==> src/rtl/mc_ctrl.sv <==
// Multi-cycle control FSM for the RV32I core: fetch/decode/exec/mem/wb sequencing,
// memory timeouts and retire counting. Define MC_CTRL_ILLEGAL_TRAP_EN to trap on unknown opcodes.
module mc_ctrl #(
    parameter int MAX_WAIT = 16,
    parameter int WW       = 5,
    parameter int CW       = 32
) (
    input  logic          clk,
    input  logic          rst,
    input  logic [4:0]    opcode,
    input  logic          br_taken,
    input  logic          imem_ack,
    input  logic          dmem_ack,
    output logic          imem_req,
    output logic          dmem_req,
    output logic          dmem_we,
    output logic          ir_we,
    output logic          pc_we,
    output logic [1:0]    pc_sel,
    output logic          rf_we,
    output logic [1:0]    wb_sel,
    output logic          alu_a_sel,
    output logic          alu_b_sel,
    output logic          bus_err,
    output logic          trap,
    output logic [CW-1:0] instret
);

    localparam logic [4:0] OPC_LOAD   = 5'b00000;
    localparam logic [4:0] OPC_OP_IMM = 5'b00100;
    localparam logic [4:0] OPC_AUIPC  = 5'b00101;
    localparam logic [4:0] OPC_STORE  = 5'b01000;
    localparam logic [4:0] OPC_OP     = 5'b01100;
    localparam logic [4:0] OPC_LUI    = 5'b01101;
    localparam logic [4:0] OPC_BRANCH = 5'b11000;
    localparam logic [4:0] OPC_JALR   = 5'b11001;
    localparam logic [4:0] OPC_JAL    = 5'b11011;
    localparam logic [4:0] OPC_SYSTEM = 5'b11100;

    // Last count value before the timeout fires; an ack in that cycle still wins.
    localparam logic [WW-1:0] WAIT_LAST = WW'(MAX_WAIT - 1);

    typedef enum logic [2:0] {
        S_FETCH,
        S_DECODE,
        S_EXEC,
        S_MEM,
        S_WB,
        S_ERROR
    } state_t;

    state_t        state, state_nxt;
    logic [4:0]    op_q;
    logic [WW-1:0] wait_cnt, wait_nxt;
    logic [CW-1:0] instret_q;
    logic          bus_err_q;
    logic          retire, set_bus_err;

    logic          imem_req_raw, dmem_req_raw, dmem_we_raw, ir_we_raw, pc_we_raw, rf_we_raw;
    logic          alu_a_raw, alu_b_raw;
    logic [1:0]    pc_sel_raw, wb_sel_raw;

`ifdef MC_CTRL_ILLEGAL_TRAP_EN
    logic          trap_q;
    logic          set_trap;
`endif

    function automatic logic uses_imm(input logic [4:0] op);
        case (op)
            OPC_OP_IMM, OPC_LOAD, OPC_STORE, OPC_JALR, OPC_AUIPC: uses_imm = 1'b1;
            default:                                              uses_imm = 1'b0;
        endcase
    endfunction

    always_ff @(posedge clk) begin
        if (rst) begin
            state     <= S_FETCH;
            op_q      <= '0;
            wait_cnt  <= '0;
            instret_q <= '0;
            bus_err_q <= 1'b0;
        end else begin
            state    <= state_nxt;
            wait_cnt <= wait_nxt;
            if (state == S_DECODE)
                op_q <= opcode;
            if (retire)
                instret_q <= instret_q + CW'(1);
            if (set_bus_err)
                bus_err_q <= 1'b1;
        end
    end

`ifdef MC_CTRL_ILLEGAL_TRAP_EN
    always_ff @(posedge clk) begin
        if (rst)
            trap_q <= 1'b0;
        else if (set_trap)
            trap_q <= 1'b1;
    end
`endif

    always_comb begin
        state_nxt    = state;
        wait_nxt     = '0;
        retire       = 1'b0;
        set_bus_err  = 1'b0;
`ifdef MC_CTRL_ILLEGAL_TRAP_EN
        set_trap     = 1'b0;
`endif
        imem_req_raw = 1'b0;
        dmem_req_raw = 1'b0;
        dmem_we_raw  = 1'b0;
        ir_we_raw    = 1'b0;
        pc_we_raw    = 1'b0;
        rf_we_raw    = 1'b0;
        pc_sel_raw   = 2'd0;
        wb_sel_raw   = 2'd0;
        alu_a_raw    = 1'b0;
        alu_b_raw    = 1'b0;

        // ALU operand selects stay stable from EXEC until the result is consumed.
        if (state == S_EXEC || state == S_MEM || state == S_WB) begin
            alu_a_raw = (op_q == OPC_AUIPC);
            alu_b_raw = uses_imm(op_q);
        end

        case (state)
            S_FETCH: begin
                imem_req_raw = 1'b1;
                if (imem_ack) begin
                    ir_we_raw = 1'b1;
                    state_nxt = S_DECODE;
                end else if (wait_cnt == WAIT_LAST) begin
                    set_bus_err = 1'b1;
                    state_nxt   = S_ERROR;
                end else begin
                    wait_nxt = wait_cnt + WW'(1);
                end
            end
            S_DECODE: state_nxt = S_EXEC;
            S_EXEC: begin
                case (op_q)
                    OPC_LOAD, OPC_STORE: state_nxt = S_MEM;
                    OPC_BRANCH: begin
                        pc_we_raw  = 1'b1;
                        pc_sel_raw = br_taken ? 2'd1 : 2'd0;
                        retire     = 1'b1;
                        state_nxt  = S_FETCH;
                    end
                    OPC_OP, OPC_OP_IMM, OPC_LUI, OPC_AUIPC, OPC_JAL, OPC_JALR: state_nxt = S_WB;
                    OPC_SYSTEM: begin
                        pc_we_raw = 1'b1;
                        retire    = 1'b1;
                        state_nxt = S_FETCH;
                    end
                    default: begin
`ifdef MC_CTRL_ILLEGAL_TRAP_EN
                        set_trap  = 1'b1;
                        state_nxt = S_ERROR;
`else
                        pc_we_raw = 1'b1;
                        retire    = 1'b1;
                        state_nxt = S_FETCH;
`endif
                    end
                endcase
            end
            S_MEM: begin
                dmem_req_raw = 1'b1;
                dmem_we_raw  = (op_q == OPC_STORE);
                if (dmem_ack) begin
                    if (op_q == OPC_STORE) begin
                        pc_we_raw = 1'b1;
                        retire    = 1'b1;
                        state_nxt = S_FETCH;
                    end else begin
                        state_nxt = S_WB;
                    end
                end else if (wait_cnt == WAIT_LAST) begin
                    set_bus_err = 1'b1;
                    state_nxt   = S_ERROR;
                end else begin
                    wait_nxt = wait_cnt + WW'(1);
                end
            end
            S_WB: begin
                rf_we_raw = 1'b1;
                pc_we_raw = 1'b1;
                retire    = 1'b1;
                state_nxt = S_FETCH;
                case (op_q)
                    OPC_LOAD:          wb_sel_raw = 2'd1;
                    OPC_JAL, OPC_JALR: wb_sel_raw = 2'd2;
                    OPC_LUI:           wb_sel_raw = 2'd3;
                    default:           wb_sel_raw = 2'd0;
                endcase
                case (op_q)
                    OPC_JAL:  pc_sel_raw = 2'd1;
                    OPC_JALR: pc_sel_raw = 2'd2;
                    default:  pc_sel_raw = 2'd0;
                endcase
            end
            default: state_nxt = S_ERROR;
        endcase
    end

    // Reset masks every output so no write escapes during the aborting cycle.
    assign imem_req  = imem_req_raw & ~rst;
    assign dmem_req  = dmem_req_raw & ~rst;
    assign dmem_we   = dmem_we_raw & ~rst;
    assign ir_we     = ir_we_raw & ~rst;
    assign pc_we     = pc_we_raw & ~rst;
    assign rf_we     = rf_we_raw & ~rst;
    assign pc_sel    = rst ? 2'd0 : pc_sel_raw;
    assign wb_sel    = rst ? 2'd0 : wb_sel_raw;
    assign alu_a_sel = alu_a_raw & ~rst;
    assign alu_b_sel = alu_b_raw & ~rst;
    assign bus_err   = bus_err_q & ~rst;
    assign instret   = rst ? '0 : instret_q;
`ifdef MC_CTRL_ILLEGAL_TRAP_EN
    assign trap      = trap_q & ~rst;
`else
    assign trap      = 1'b0;
`endif

endmodule

==> config.mk <==
export PLATFORM = sky130hd
export DESIGN_NAME = mc_ctrl
export DESIGN_NICKNAME = d
export VERILOG_FILES = /design/src/rtl/mc_ctrl.sv
export SDC_FILE = /design/constraint.sdc
export NUM_CORES = 1
export LEC_CHECK = 0
export ABC_AREA = 1
export CAP_MARGIN = 10
export CORE_ASPECT_RATIO = 1.5
export CORE_MARGIN = 2
export CORE_UTILIZATION = 40
export DETAILED_ROUTE_END_ITERATION = 10
export PLACE_DENSITY = 0.74
export SLEW_MARGIN = 20
export SYNTH_ARGS = -nofsm -noshare
export SYNTH_HDL_FRONTEND = slang
export SYNTH_SLANG_ARGS = --single-unit
==> constraint.sdc <==
create_clock -name clk -period 1.6 [get_ports clk]
set_clock_uncertainty 0.1 [all_clocks]
set_input_delay 0.48 -clock clk [delete_from_list [all_inputs] [get_ports clk]]
set_output_delay 0.48 -clock clk [all_outputs]
set_load 0.01 [all_outputs]
==> tab_implementation.tex, run 1 <==
\begin{tabular}{lr}
\hline
Metric & Value \\
\hline
\multicolumn{2}{l}{\textbf{Outcome}} \\
\quad Result of the run & finished, violations left \\
\quad Violations in the final reports & setup timing \\
\multicolumn{2}{l}{\textbf{Floorplanning}} \\
\quad Initial core utilization & 0.409 \\
\quad Core ar. & 7510 sq um \\
\quad Die Ht & 111 um \\
\quad Boundary Pins & 56 \\
\quad Die Span X & 75.6 um \\
\quad Area of the die & 8410 sq um \\
\quad Number of placement rows & 39 \\
\multicolumn{2}{l}{\textbf{Finish}} \\
\quad Finished layout cell area & 5490 sq um \\
\quad Fraction of layout cells with a size suffix above 1 & 0.410 \\
\quad Fill cell count & 585 \\
\quad Post-layout net count & 708 \\
\quad Most frequent cells in the layout & 135 x sky130\_fd\_sc\_hd\_\_nand2\_1, 97 x sky130\_fd\_sc\_hd\_\_buf\_4, 58 x sky130\_fd\_sc\_hd\_\_nand3\_1, 57 x sky130\_fd\_sc\_hd\_\_nor2\_1, 47 x sky130\_fd\_sc\_hd\_\_inv\_1 \\
\quad Diodes inserted & 0 \\
\quad Commonest non-fill, non-tap cell in the layout & sky130\_fd\_sc\_hd\_\_nand2\_1 \\
\quad Storage element area & 941 sq um \\
\quad Final Util & 0.730 \\
\quad Area used by multi-input combinational logic & 2320 sq um \\
\quad Area added between synthesis and finish & 78.6\% \\
\multicolumn{2}{l}{\textbf{Worst setup path}} \\
\quad Register-to-register path setup slack & -0.22 ns \\
\quad Worst Setup End Kind & output port \\
\quad Number of buffers and inverters on the critical path & 4 \\
\quad Largest fanout of any net on the critical path & 3 \\
\quad Crit path cell chain & nor2\_4 > buf\_6 > nor2\_4 > inv\_2 > o211ai\_1 > buf\_4 > a21oi\_4 > buf\_2 \\
\quad Delay of the slowest cell on the worst path & 0.36 ns \\
\quad Startpoint type of the worst setup path & register \\
\quad Slowest stage cell on the critical path & sky130\_fd\_sc\_hd\_\_dfxtp\_4 \\
\quad CP Class & register to output port \\
\quad Number of cells traversed by the worst register-to-register path & 10 \\
\quad Critical R2R Launch & op\_q[2]\$\_SDFFE\_PP0P\_ \\
\quad Cell occurring most often along the worst timing path & sky130\_fd\_sc\_hd\_\_nor2\_4 \\
\quad Category of cells accounting for the largest share of critical-path delay & buffers and inverters \\
\quad Capturing point of the worst reg2reg path & instret\_q[7]\$\_SDFFE\_PP0P\_ \\
\quad Signal arrival time at the worst endpoint & 1.54 ns \\
\quad Required time at the worst-slack endpoint & 1.02 ns \\
\multicolumn{2}{l}{\textbf{Synth}} \\
\quad Post-Syn Area per Cell & 5.81 sq um \\
\quad Number of cells produced by synthesis & 529 \\
\quad Cell types with the largest area share after synthesis & sky130\_fd\_sc\_hd\_\_dfxtp\_1 30\%, sky130\_fd\_sc\_hd\_\_nand2\_1 18\%, sky130\_fd\_sc\_hd\_\_nor2\_1 12\%, sky130\_fd\_sc\_hd\_\_nand3\_1 10\%, sky130\_fd\_sc\_hd\_\_a21oi\_1 6.7\% \\
\quad Distinct cell type count of the synthesized netlist & 27 \\
\quad Synthesized cell area & 3070 sq um \\
\quad Area leader, netlist & sky130\_fd\_sc\_hd\_\_dfxtp\_1 \\
\quad Count of synthesis-stage warnings from yosys & 0 \\
\quad Portion of synthesized cell area occupied by the leading cell type & 0.300 \\
\quad Flip-flop and latch count after synthesis & 46 \\
\quad Synthesized Nets & 541 \\
\quad Sequential share of the synthesized area & 0.300 \\
\multicolumn{2}{l}{\textbf{Placed design}} \\
\quad IO Port Bufs & 54 \\
\quad HPWL after DPL & 7720 um \\
\quad Post-place instance area & 4420 sq um \\
\quad Pre-CTS setup slack & -0.946 ns \\
\quad Routability cong. & 0.923 \\
\multicolumn{2}{l}{\textbf{Clock network}} \\
\quad Clock tree root driver cell & sky130\_fd\_sc\_hd\_\_clkbuf\_16 \\
\quad Clock buffers created by TritonCTS & 5 \\
\quad CTS hold repair buffers & 0 \\
\quad Number of sinks handled by clock tree synthesis & 46 \\
\quad Clock tree from TritonCTS & built \\
\quad Insertion delay of the later-clocked pin in the worst-skew pair & 0.30 ns \\
\quad Number of buffers between clock root and the deepest sink & 2 \\
\quad Htree depth & 2 \\
\quad Clock slew seen by the registers of the worst setup and hold paths & 0.06 ns \\
\multicolumn{2}{l}{\textbf{Pwr}} \\
\quad Power per cell area & 654 nW/um\^{}2 \\
\quad Peak supply drop & 0.670 mV \\
\quad Final total power & 0.00359 W \\
\quad Static power due to leakage & 2.18 nW \\
\multicolumn{2}{l}{\textbf{Route}} \\
\quad Number of design-rule violations left by the first detailed-router iteration & 204 \\
\quad Via density per instance & 5.23 \\
\quad Final Routed Wirelength & 12600 um \\
\quad Average wire length per cell after detail routing & 15.7 um \\
\quad Via count & 4176 \\
\quad Count of unresolved DRC violations after routing & 0 \\
\quad First-pass iteration count of the detailed router & 5 \\
\quad Number of antenna-violating nets in the routed design & 0 \\
\multicolumn{2}{l}{\textbf{Timing}} \\
\quad TNS Setup & -13.25 ns \\
\quad Final setup slack of the worst path & -0.521 ns \\
\quad Final setup violation count & 79 \\
\quad Final number of hold-violating endpoints & 0 \\
\quad Max Slew Vio Count & 0 \\
\quad Portion of the clock cycle consumed by the worst path in the final layout & 1.33 \\
\quad RSZ-0062 raised after global routing & yes \\
\quad Max Clock Freq & 471 MHz \\
\quad Shortest period the worst path allows & 2.12 ns \\
\multicolumn{2}{l}{\textbf{Global routing}} \\
\quad Vias in the first global route & 4138 \\
\quad GRT Total Usage & 0.295 \\
\quad Antenna violations before repair & 0 \\
\quad Largest net degree at the start of global routing & 34 \\
\quad Total global routing overflow & 0 \\
\quad Global-route wire length before repair & 19200 um \\
\multicolumn{2}{l}{\textbf{Min path}} \\
\quad Min-Delay Endpoint & wait\_cnt[0]\$\_SDFF\_PP0\_ \\
\quad Kind of path behind the tightest hold check & register to register \\
\quad Count of cells along the worst hold path & 1 \\
\quad Beginning of the worst hold path & wait\_cnt[0]\$\_SDFF\_PP0\_ \\
\multicolumn{2}{l}{\textbf{Run}} \\
\quad Max\_cap viols & 0 \\
\hline
\end{tabular}
[stage by stage]
stage	std cells	hold slack [ns]
6_report	799	0.367
4_1_cts	798	0.348
2_1_floorplan	529	0.324
3_5_place_dp	754	0.339
3_3_place_gp	754	0.333
5_1_grt	799	0.379
[cell usage after synthesis]
| library cell | count |
|---|---|
| sky130_fd_sc_hd__dfxtp_1 | 46 |
| sky130_fd_sc_hd__ha_1 | 2 |
| sky130_fd_sc_hd__buf_2 | 5 |
| sky130_fd_sc_hd__o211ai_1 | 1 |
| sky130_fd_sc_hd__o22ai_1 | 2 |
| sky130_fd_sc_hd__o31ai_1 | 1 |
| sky130_fd_sc_hd__nor3_1 | 5 |
| sky130_fd_sc_hd__nand2_2 | 2 |
| sky130_fd_sc_hd__xor2_1 | 16 |
| sky130_fd_sc_hd__nor2_4 | 1 |
| sky130_fd_sc_hd__nor3_4 | 1 |
| sky130_fd_sc_hd__conb_1 | 1 |
| sky130_fd_sc_hd__o21ai_0 | 7 |
| sky130_fd_sc_hd__nand3_1 | 62 |
| sky130_fd_sc_hd__nor2_1 | 102 |
| sky130_fd_sc_hd__inv_2 | 9 |
| sky130_fd_sc_hd__nand4_1 | 1 |
| sky130_fd_sc_hd__a31oi_1 | 2 |
| sky130_fd_sc_hd__clkbuf_1 | 9 |
| sky130_fd_sc_hd__a21oi_1 | 41 |
| sky130_fd_sc_hd__nand2_1 | 149 |
| sky130_fd_sc_hd__a211oi_1 | 1 |
| sky130_fd_sc_hd__nand3_2 | 1 |
| sky130_fd_sc_hd__inv_1 | 51 |
| sky130_fd_sc_hd__buf_4 | 5 |
| sky130_fd_sc_hd__xnor2_1 | 1 |
| sky130_fd_sc_hd__nor2_2 | 5 |
[routing by layer]
metal	share of wire	routed length, um	track usage
met4	0.053	672	0.171
met5	0	0	0
met3	0.041	513	0.0534
met1	0.35	4440	0.303
met2	0.55	6950	0.528
[how the worst max path moves through the flow]
| stage | startpoint | endpoint | slack [ns] | cells after the start |
|---|---|---|---|---|
| global route | state[2]$_SDFF_PP0_ | pc_we | -0.61 | 6 |
| floorplan | state[1]$_SDFF_PP0_ | pc_we | -0.1 | 7 |
| global placement | dmem_ack | pc_we | -0.94 | 6 |
| detailed placement | dmem_ack | pc_we | -0.95 | 6 |
| finish | state[1]$_SDFF_PP0_ | pc_we | -0.52 | 8 |
| CTS | op_q[3]$_SDFFE_PP0P_ | alu_b_sel | -0.48 | 7 |
[flip-flops by register name, summed over array words and instances, names as in the netlist]
register and flops:
bus_err_q 1, instret_q 32, op_q 5, state 3
wait_cnt 5
[report_power, final]
| group | switching [W] | internal (W) | leakage, nW |
|---|---|---|---|
| clock network | 0.000467 | 0.000738 | 0.0771 |
| registers | 0.0000684 | 0.00120 | 0.376 |
| logic | 0.000602 | 0.000511 | 1.72 |
[area by class of cell]
| type | count | share of cell area |
|---|---|---|
| Clock buffer | 6 | 0.0235 |
| Clock inverter | 2 | 0.00684 |
| Sequential cell | 46 | 0.171 |
| Multi-Input combinational cell | 404 | 0.423 |
| Tap cell | 102 | 0.0233 |
| Inverter | 60 | 0.0420 |
| Timing Repair Buffer | 179 | 0.310 |
[what timing repair did]
item,in CTS,in global routing
pin swaps,37,19
endpoints found under the setup margin,77,79
gates resized for setup,298,84
gates cloned,6,0
buffers inserted,31,12
[cell families after synthesis]
kind of cell | share of synthesized area
simple gates | 0.444
buf+inv | 0.105
compound gates | 0.0936
flops | 0.300
xor+xnor | 0.0485
fa+ha+maj | 0.00814
other cells | 0.00122
(Power assumes the default switching activity.)
==> run 2, diff against run 1 <==
--- a/config.mk
+++ b/config.mk
@@ -6,7 +6,7 @@
 export NUM_CORES = 1
 export LEC_CHECK = 0
 export ABC_AREA = 1
-export CAP_MARGIN = 10
+export CAP_MARGIN = 20
 export CORE_ASPECT_RATIO = 1.5
 export CORE_MARGIN = 2
 export CORE_UTILIZATION = 40
==> results of run 2 <==
Same layout as run 1: the final DEF is identical, and so are final timing and power.
==> run 3, diff against run 2 <==
--- a/config.mk
+++ b/config.mk
@@ -12,6 +12,7 @@
 export CORE_UTILIZATION = 40
 export DETAILED_ROUTE_END_ITERATION = 10
 export PLACE_DENSITY = 0.74
+export REMOVE_ABC_BUFFERS = 1
 export SLEW_MARGIN = 20
 export SYNTH_ARGS = -nofsm -noshare
 export SYNTH_HDL_FRONTEND = slang
==> run 3 against run 2 <==
Net effect:
- the flow still finishes with violations (setup timing)
- utilization is 7.4 points lower
- power is 3.2% lower
- non-clock buffer count fell by 16
- wire length fell by 12%
- combinational power shrank 9.9%
- final area is 10% lower
- first-iteration DRC count increased by 25%
- setup slack better by 0.033 ns
- largest cell class unchanged
==> tab_implementation.tex, run 3 (synthesis results as in run 1) <==
\begin{tabular}{lr}
\hline
Metric & Value \\
\hline
\multicolumn{2}{l}{\textbf{Outcome}} \\
\quad Result of the run & finished, violations left (unchanged) \\
\quad Violations in the final reports & setup timing (unchanged) \\
\multicolumn{2}{l}{\textbf{Pwr}} \\
\quad Proportion of power drawn by flip-flops and latches & 0.364 (was 0.354) \\
\quad Power per cell area & 705 nW/um\^{}2 (was 654 nW/um\^{}2) \\
\quad Portion of total power attributed to the clock network & 0.347 (was 0.336) \\
\quad Gate power share & 0.289 (was 0.310) \\
\quad Static power due to leakage & 2.07 nW (was 2.18 nW) \\
\quad Net switching fraction of the power & 0.299 (was 0.317) \\
\quad P\_sw & 0.00104 W (was 0.00114 W) \\
\quad Final total power & 0.00347 W (was 0.00359 W) \\
\quad Peak supply drop & 0.596 mV (was 0.670 mV) \\
\quad Internal cell power & 0.00244 W (was 0.00245 W) \\
\multicolumn{2}{l}{\textbf{Finish}} \\
\quad Most flop-heavy register & instret\_q (unchanged) \\
\quad Post-layout net count & 692 (was 708) \\
\quad Post-layout instance count excluding filler cells & 782 (was 799) \\
\quad Fill cell count & 682 (was 585) \\
\quad Fraction of layout cells with a size suffix above 1 & 0.354 (was 0.410) \\
\quad Most frequent cells in the layout & 140 x sky130\_fd\_sc\_hd\_\_nand2\_1, 89 x sky130\_fd\_sc\_hd\_\_buf\_4, 76 x sky130\_fd\_sc\_hd\_\_nor2\_1, 58 x sky130\_fd\_sc\_hd\_\_nand3\_1, 46 x sky130\_fd\_sc\_hd\_\_inv\_1 (was 135 x sky130\_fd\_sc\_hd\_\_nand2\_1, 97 x sky130\_fd\_sc\_hd\_\_buf\_4, 58 x sky130\_fd\_sc\_hd\_\_nand3\_1, 57 x sky130\_fd\_sc\_hd\_\_nor2\_1, 47 x sky130\_fd\_sc\_hd\_\_inv\_1) \\
\quad Area added between synthesis and finish & 60.4\% (was 78.6\%) \\
\quad Finished layout cell area & 4930 sq um (was 5490 sq um) \\
\quad Max reg flops & 32 (unchanged) \\
\quad Diodes inserted & 0 (unchanged) \\
\quad Largest registers in the final layout & instret\_q: 32 flops, op\_q: 5 flops, wait\_cnt: 5 flops (unchanged) \\
\quad Commonest non-fill, non-tap cell in the layout & sky130\_fd\_sc\_hd\_\_nand2\_1 (unchanged) \\
\multicolumn{2}{l}{\textbf{Placed design}} \\
\quad Count of placed standard cells including taps & 757 (was 754) \\
\quad IO Port Bufs & 54 (unchanged) \\
\quad HPWL after DPL & 7300 um (was 7720 um) \\
\quad Routability cong. & 0.913 (was 0.923) \\
\quad Post-place instance area & 4340 sq um (was 4420 sq um) \\
\multicolumn{2}{l}{\textbf{Min path}} \\
\quad Kind of path behind the tightest hold check & register to register (unchanged) \\
\quad Count of cells along the worst hold path & 2 (was 1) \\
\multicolumn{2}{l}{\textbf{Global routing}} \\
\quad Global-route wire length before repair & 17100 um (was 19200 um) \\
\quad Largest net degree at the start of global routing & 34 (unchanged) \\
\quad Antenna violations before repair & 0 (unchanged) \\
\quad Vias in the first global route & 3947 (was 4138) \\
\quad GRT Total Usage & 0.256 (was 0.295) \\
\quad Total global routing overflow & 0 (unchanged) \\
\multicolumn{2}{l}{\textbf{Route}} \\
\quad First-pass iteration count of the detailed router & 4 (was 5) \\
\quad Detailed route wirelength on metal2 & 6160 um (was 6950 um) \\
\quad Number of antenna-violating nets in the routed design & 0 (unchanged) \\
\quad Count of unresolved DRC violations after routing & 0 (unchanged) \\
\quad Total routed wire length on the met1 layer & 3920 um (was 4440 um) \\
\quad Via count & 3987 (was 4176) \\
\quad Highest metal used & met4 (unchanged) \\
\quad Routed wl met3 & 418 um (was 513 um) \\
\quad Final Routed Wirelength & 11100 um (was 12600 um) \\
\quad Via density per instance & 5.10 (was 5.23) \\
\quad Average wire length per cell after detail routing & 14.2 um (was 15.7 um) \\
\quad Number of design-rule violations left by the first detailed-router iteration & 256 (was 204) \\
\multicolumn{2}{l}{\textbf{Run}} \\
\quad Max\_cap viols & 0 (unchanged) \\
\multicolumn{2}{l}{\textbf{Floorplanning}} \\
\quad Die Ht & 111 um (unchanged) \\
\quad Boundary Pins & 56 (unchanged) \\
\quad Area of the die & 8410 sq um (unchanged) \\
\quad Initial core utilization & 0.409 (unchanged) \\
\quad Number of placement rows & 39 (unchanged) \\
\quad Die Span X & 75.6 um (unchanged) \\
\quad Core ar. & 7510 sq um (unchanged) \\
\multicolumn{2}{l}{\textbf{Timing}} \\
\quad Final setup slack of the worst path & -0.488 ns (was -0.521 ns) \\
\quad RSZ-0062 raised after global routing & yes (unchanged) \\
\quad Final number of hold-violating endpoints & 0 (unchanged) \\
\quad Portion of the clock cycle consumed by the worst path in the final layout & 1.31 (was 1.33) \\
\quad Shortest period the worst path allows & 2.09 ns (was 2.12 ns) \\
\quad Final setup violation count & 72 (was 79) \\
\quad Max Slew Vio Count & 0 (unchanged) \\
\quad Max Clock Freq & 479 MHz (was 471 MHz) \\
\multicolumn{2}{l}{\textbf{Worst setup path}} \\
\quad Required time at the worst-slack endpoint & 1.02 ns (about the same) \\
\quad Category of cells accounting for the largest share of critical-path delay & simple AND/OR/NAND/NOR gates (was buffers and inverters) \\
\quad Slowest stage cell on the critical path & sky130\_fd\_sc\_hd\_\_dfxtp\_2 (was sky130\_fd\_sc\_hd\_\_dfxtp\_4) \\
\quad Count of cell instances traversed by the critical path & 7 (was 8) \\
\quad Largest fanout of any net on the critical path & 3 (unchanged) \\
\quad CP Class & register to output port (unchanged) \\
\quad Number of buffers and inverters on the critical path & 2 (was 4) \\
\quad Worst Setup End Kind & output port (unchanged) \\
\quad Signal arrival time at the worst endpoint & 1.51 ns (was 1.54 ns) \\
\quad Number of cells traversed by the worst register-to-register path & 11 (was 10) \\
\quad Crit path cell chain & buf\_4 > nor3\_4 > nand2\_1 > nor2\_1 > nand2\_2 > a21oi\_2 > buf\_2 (was nor2\_4 > buf\_6 > nor2\_4 > inv\_2 > o211ai\_1 > buf\_4 > a21oi\_4 > buf\_2) \\
\quad Startpoint type of the worst setup path & register (unchanged) \\
\quad Delay of the slowest cell on the worst path & 0.35 ns (was 0.36 ns) \\
\multicolumn{2}{l}{\textbf{Clock network}} \\
\quad Number of buffers between clock root and the deepest sink & 2 (unchanged) \\
\quad Clock buffers created by TritonCTS & 5 (unchanged) \\
\quad Number of sinks handled by clock tree synthesis & 46 (unchanged) \\
\quad Htree depth & 2 (unchanged) \\
\quad Insertion delay of the later-clocked pin in the worst-skew pair & 0.29 ns (was 0.30 ns) \\
\quad Clock tree from TritonCTS & built (unchanged) \\
\quad Clock tree root driver cell & sky130\_fd\_sc\_hd\_\_clkbuf\_16 (unchanged) \\
\quad Clock slew seen by the registers of the worst setup and hold paths & 0.06 ns (about the same) \\
\quad CTS hold repair buffers & 0 (unchanged) \\
\hline
\end{tabular}
## run 3: worst paths after layout
path | startpoint | endpoint | slack [ns]
min reg2reg | wait_cnt[4]$_SDFF_PP0_ | wait_cnt[4]$_SDFF_PP0_ | 0.36
max reg2reg | op_q[1]$_SDFFE_PP0P_ | instret_q[19]$_SDFFE_PP0P_ | -0.39
max | state[0]$_SDFF_PP0_ | pc_we | -0.49
min | wait_cnt[4]$_SDFF_PP0_ | wait_cnt[4]$_SDFF_PP0_ | 0.36
## run 3: worst register-to-register path: cells and delay by family (launching register included)
kind	cells	cell delay, ns
simple gates	7	0.76
buf+inv	3	0.61
flops	1	0.36
compound gates	1	0.07
## run 3: cell type report
type | instances | area, sq um | area share
well taps | 102 | 128 | 0.0259
clock buffers | 6 | 139 | 0.0282
inverters | 60 | 230 | 0.0467
clock inverters | 1 | 30.0 | 0.00609
repair buffers | 163 | 1390 | 0.281
flip-flops and latches | 46 | 941 | 0.191
multi-input cells | 404 | 2070 | 0.421
## run 3: power by group through the flow
stage	registers, W	logic [W]	clock network, W
6_report	0.00127	0.00100	0.00120
5_1_grt	0.00127	0.00107	0.00126
4_1_cts	0.00126	0.000876	0.00121
3_5_place_dp	0.00126	0.000738	0
3_3_place_gp	0.00126	0.000723	0
2_1_floorplan	0.00126	0.000311	0
## run 3: timing repair
item | 4_1_cts | 5_1_grt
pin swaps | 13 | 19
gates cloned | 3 | 2
gates resized for setup | 249 | 57
endpoints found under the setup margin | 77 | 63
buffers inserted | 9 | 7
endpoints found under the hold margin | 0 | 0
## run 3: routing by layer
layer | up-vias | GRT usage
met2 | 144 | 0.463
met5 | - | 0
met3 | 44 | 0.0290
li1 | 1961 | -
met1 | 1838 | 0.271
met4 | 0 | 0.146
## run 3: metrics by stage
| stage | hold slack, ns | worst slack, ns | setup TNS, ns | utilization |
|---|---|---|---|---|
| after global routing | 0.382 | -0.575 | -22.30 | 0.656 |
| after detailed placement | 0.355 | -1.01 | -46.84 | 0.577 |
| after global placement | 0.331 | -0.978 | -44.14 | 0.577 |
| after floorplan | 0.324 | -0.325 | -9.63 | - |
| final | 0.362 | -0.488 | -16.74 | 0.656 |
| after CTS | 0.364 | -0.436 | -16.23 | 0.619 |
